--- config.mk ---
export PLATFORM = sky130hd
export DESIGN_NAME = serial_add_seq
export DESIGN_NICKNAME = d
export VERILOG_FILES = /design/src/rtl/serial_add_seq_pkg.sv /design/src/rtl/serial_add_seq_fa_cell.sv /design/src/rtl/serial_add_seq.sv
export SDC_FILE = /design/constraint.sdc
export NUM_CORES = 1
export LEC_CHECK = 0
export ABC_CLOCK_PERIOD_IN_PS = 1300
export CORE_MARGIN = 5
export CORE_UTILIZATION = 45
export DETAILED_ROUTE_END_ITERATION = 12
export PLACE_DENSITY_LB_ADDON = 0.08
export SLEW_MARGIN = 30
export SYNTH_ARGS = -nofsm -noshare
export SYNTH_HDL_FRONTEND = slang
export SYNTH_HIERARCHICAL = 1
export SYNTH_SLANG_ARGS = --single-unit
--- constraint.sdc ---
create_clock -name clk -period 1.3 [get_ports clk]
set_input_delay 0.26 -clock clk [delete_from_list [all_inputs] [get_ports clk]]
set_output_delay 0.26 -clock clk [all_outputs]
set_load 0.005 [all_outputs]
--- src/rtl/serial_add_seq_pkg.sv ---
// Shared state encoding for the bit-serial adder sequencer.
package serial_add_seq_pkg;

  typedef enum logic [1:0] {
    ST_IDLE = 2'd0,
    ST_RUN  = 2'd1,
    ST_DONE = 2'd2
  } state_e;

endpackage

--- src/rtl/serial_add_seq_fa_cell.sv ---
// One-bit full adder built from two half adders and an OR on their carries.
module half_adder (
  output logic s,
  output logic co,
  input  logic a,
  input  logic b
);
  assign s  = a ^ b;
  assign co = a & b;
endmodule

module fa_cell (
  output logic s,
  output logic co,
  input  logic a,
  input  logic b,
  input  logic ci
);
  logic s0, c0, c1;

  half_adder u_ha0 (.s(s0), .co(c0), .a(a),  .b(b));
  half_adder u_ha1 (.s(s),  .co(c1), .a(s0), .b(ci));

  assign co = c0 | c1;
endmodule

--- src/rtl/serial_add_seq.sv ---
// Bit-serial adder: one shared full-adder cell processes the operands LSB first,
// one bit per clock, under a start/busy/done handshake.
module serial_add_seq
  import serial_add_seq_pkg::*;
#(
  parameter int unsigned WIDTH = 8
) (
  input  logic             clk,
  input  logic             rst,
  input  logic             start,
  input  logic [WIDTH-1:0] a,
  input  logic [WIDTH-1:0] b,
  output logic             busy,
  output logic             done,
  output logic [WIDTH-1:0] sum,
  output logic             cout
);

  localparam int unsigned CNT_W = $clog2(WIDTH + 1);

  state_e           state_q, state_d;
  logic [WIDTH-1:0] a_sh_q, a_sh_d;
  logic [WIDTH-1:0] b_sh_q, b_sh_d;
  logic [WIDTH-1:0] sum_q, sum_d;
  logic [CNT_W-1:0] cnt_q, cnt_d;
  logic             carry_q, carry_d;
  logic             cout_q, cout_d;
  logic             s_bit, c_next;

  fa_cell u_fa (
    .s (s_bit),
    .co(c_next),
    .a (a_sh_q[0]),
    .b (b_sh_q[0]),
    .ci(carry_q)
  );

  always_comb begin
    state_d = state_q;
    a_sh_d  = a_sh_q;
    b_sh_d  = b_sh_q;
    sum_d   = sum_q;
    cnt_d   = cnt_q;
    carry_d = carry_q;
    cout_d  = cout_q;
    unique case (state_q)
      ST_IDLE: begin
        if (start) begin
          a_sh_d  = a;
          b_sh_d  = b;
          carry_d = 1'b0;
          cnt_d   = '0;
          state_d = ST_RUN;
        end
      end
      ST_RUN: begin
        // Shift-and-or form keeps the sum insertion legal for WIDTH=1.
        sum_d   = (sum_q >> 1) | (WIDTH'(s_bit) << (WIDTH - 1));
        a_sh_d  = a_sh_q >> 1;
        b_sh_d  = b_sh_q >> 1;
        carry_d = c_next;
        cnt_d   = cnt_q + CNT_W'(1);
        if (cnt_q == CNT_W'(WIDTH - 1)) begin
          cout_d  = c_next;
          state_d = ST_DONE;
        end
      end
      ST_DONE: state_d = ST_IDLE;
      default: state_d = ST_IDLE;
    endcase
  end

  always_ff @(posedge clk) begin
    if (rst) begin
      state_q <= ST_IDLE;
      a_sh_q  <= '0;
      b_sh_q  <= '0;
      sum_q   <= '0;
      cnt_q   <= '0;
      carry_q <= 1'b0;
      cout_q  <= 1'b0;
    end else begin
      state_q <= state_d;
      a_sh_q  <= a_sh_d;
      b_sh_q  <= b_sh_d;
      sum_q   <= sum_d;
      cnt_q   <= cnt_d;
      carry_q <= carry_d;
      cout_q  <= cout_d;
    end
  end

  assign busy = (state_q == ST_RUN);
  assign done = (state_q == ST_DONE);
  assign sum  = sum_q;
  assign cout = cout_q;

endmodule

==> impl_metrics.yaml <==
outcome:
  status: "finished clean"
sta:
  period_share_pct: 99.8
  hold_slack_ps: 464
  totalNegativeSetupSlack_ps: 0
  worstMarginPinSlew_ps: 247
  finalHoldViolations: 0
  grt_setup_unrepaired: "true"
  fin_ws_ps: 2.94
  min_period_ps: 1300
  slew_headroom_pct: 83.3
  timing.fmax_ghz: 0.771
  setup_viol: 0
  slew_violations: 0
  fin_skew_ps: 14.1
placed_design:
  postPlaceCellArea_um2: 1900
  pre_cts_slack_ps: -413
  dp_cells: 255
  dp_hpwl_mm: 2.22
  place_congestion: 0.699
  port_buffers: 29
logic_synthesis:
  yosys.area.top_type: "dfxtp_1"
  ys_ff_latch: 32
  avgSynthCellArea_um2: 8.44
  yosysWarnings: 6
  synth.most_common_cell: "dfxtp_1"
  synth_top_area_share_pct: 42.4
  synth-main-ff-cell: "dfxtp_1"
  synthCells: 179
  ys_types: 32
  syn_area_um2: 1510
  synthArstFlopShare_pct: 0
  ys_seq_area_share_pct: 42.4
  synth_nets: 201
  synth.area.top_cells: "dfxtp_1 42%, a21oi_1 8.3%, nand2b_1 5.8%, nand2_1 5.2%, nor3_1 4.6%"
  ys_top_cells_by_count: "32 x dfxtp_1, 25 x a21oi_1, 21 x nand2_1"
  synth-edff-count: 0
layout:
  fin_area_um2: 2180
  nets: 245
  fillers: 285
  num_antenna_cells: 0
  drive_gt1_share_pct: 30.4
  fin_util_pct: 66.2
  final_cells: 270
  syn2layout_area_growth_pct: 44.1
route:
  post_drt_wl_per_cell_um: 13.3
  avgViaCountPerCell: 5.20
  num_vias: 1405
  drt_iter0_markers: 89
  wirelength_mm: 3.60
  drc: 0
  ant_nets: 0
  dr.pass1.iters: 4
setup_path:
  r2r_setup_slack_ps: 3
  reg2regPathDepth: 5
  timing.rr.end: "carry_q$_SDFFE_PP0P_"
  crit_path_end_kind: "register"
  crit_start: "a_sh_q[0]$_SDFFE_PP0P_"
  startpoint_type: "register"
  crit_required_ps: 1520
  criticalPathCategory: "reg -> reg"
  critPathMaxFanout: 2
  rr_startpoint: "a_sh_q[0]$_SDFFE_PP0P_"
  cp.arrival_ps: 1520
global_route:
  grt_overflow: 0
  antenna_found_initial: 0
  grt_max_degree: 25
  grtUsageTotal_pct: 16.7
  grt_pass1_wl_mm: 5.80
  first_global_vias: 1314
min_path:
  hp-start: "sum[5]$_SDFFE_PP0P_"
  hold_path_end: "sum[4]$_SDFFE_PP0P_"
  hp-class: "reg -> reg"
  whs_path_depth: 2
floorplan:
  die_y_um: 67.9
  start_util_pct: 46.0
  rows: 21
  io_pins: 30
  core_um2: 3280
  die-area_um2: 4610
  die_x_um: 67.9
clock_tree:
  cts-root-buf: "clkbuf_4"
  cts_tree: "done"
  cts_buffer_depth: 2
  htreeDepth: 2
  clock_latency_ps: 330
  cts_made_buffers: 5
  cts.sinks: 32
  clk_pin_slew_ps: 100
  cts_hold_buf: 0
flow_run:
  max-cap-violations: 0
power:
  p_per_area_nw_per_um2: 957
  irDropWorstVdd_mv: 0.576
  finalPower_mw: 2.08
  p_leak_nw: 0.874
per-layer routing:
| layer | GRT usage (%) | wire length, µm | vias up |
|---|---|---|---|
| met5 | 0 | 0 | - |
| met4 | 6.70 | 92 | 0 |
| met1 | 19.5 | 1540 | 671 |
| met3 | 4.27 | 167 | 12 |
| met2 | 29.1 | 1800 | 24 |
| li1 | - | - | 698 |
state kept, by name, indices dropped and copies added, names as in the netlist:
signal	cells
sum	8
b_sh_q	8
cout	1
a_sh_q	8
carry_q	1
cnt_q	4
state_q	2
what timing repair did:
item	in CTS	in global routing
resized for setup	39	22
setup endpoints to repair	23	14
setup buffers	5	0
pin swaps	5	8
cloned	2	1
how the worst max path moves through the flow:
stage,to,depth (start not counted),slack [ps]
6_report,carry_q$_SDFFE_PP0P_,5,3
3_3_place_gp,b_sh_q[0]$_SDFFE_PP0P_,5,-380
3_5_place_dp,b_sh_q[1]$_SDFFE_PP0P_,5,-410
2_1_floorplan,carry_q$_SDFFE_PP0P_,5,7
5_1_grt,carry_q$_SDFFE_PP0P_,5,-50
4_1_cts,b_sh_q[2]$_SDFFE_PP0P_,4,-7
final cells by class:
class                           instances  area [µm²]  area share, %
Multi-Input combinational cell        133         887           40.8
Sequential cell                        32         658           30.2
Timing Repair Buffer                   50         508           23.3
Clock buffer                            8        58.8           2.70
Tap cell                               46        57.6           2.65
Inverter                                1        6.26          0.288
cells by family (layout without fill, tap and decap cells):
group | after synthesis | after routing | synth area share, %
buffers and inverters | 14 | 59 | 5.96
AND/OR/NAND/NOR | 96 | 96 | 35.7
adder cells (fa/ha/maj) | 3 | 3 | 2.49
flip-flops | 32 | 32 | 42.4
multiplexers | 1 | 1 | 0.663
AO/OA/AOI/OAI | 33 | 33 | 12.8
layout by cell type, fill, tap and decap left out, types with 5 or more instances in the layout:
cell	count
dfxtp_1	20
or3b_1	8
a21oi_2	10
clkbuf_4	5
clkdlybuf4s50_1	17
nor3_1	14
nand2b_1	13
or3b_4	6
buf_4	13
nor2_1	18
dlygate4sd2_1	10
dfxtp_2	11
a21oi_1	15
nand2_1	21
critical path, stage by stage (launching register included):
cell	delay [ps]
dfxtp_2	350
ha_4	240
ha_4	150
or2_4	250
a22oi_2	150
nor2_1	50
report_power, final:
part	leakage (nW)	internal, mW	switching (mW)
combinational	0.574	0.244	0.167
clock	0.0326	0.267	0.332
sequential	0.268	1.03	0.0376
(Power assumes the default switching activity.)
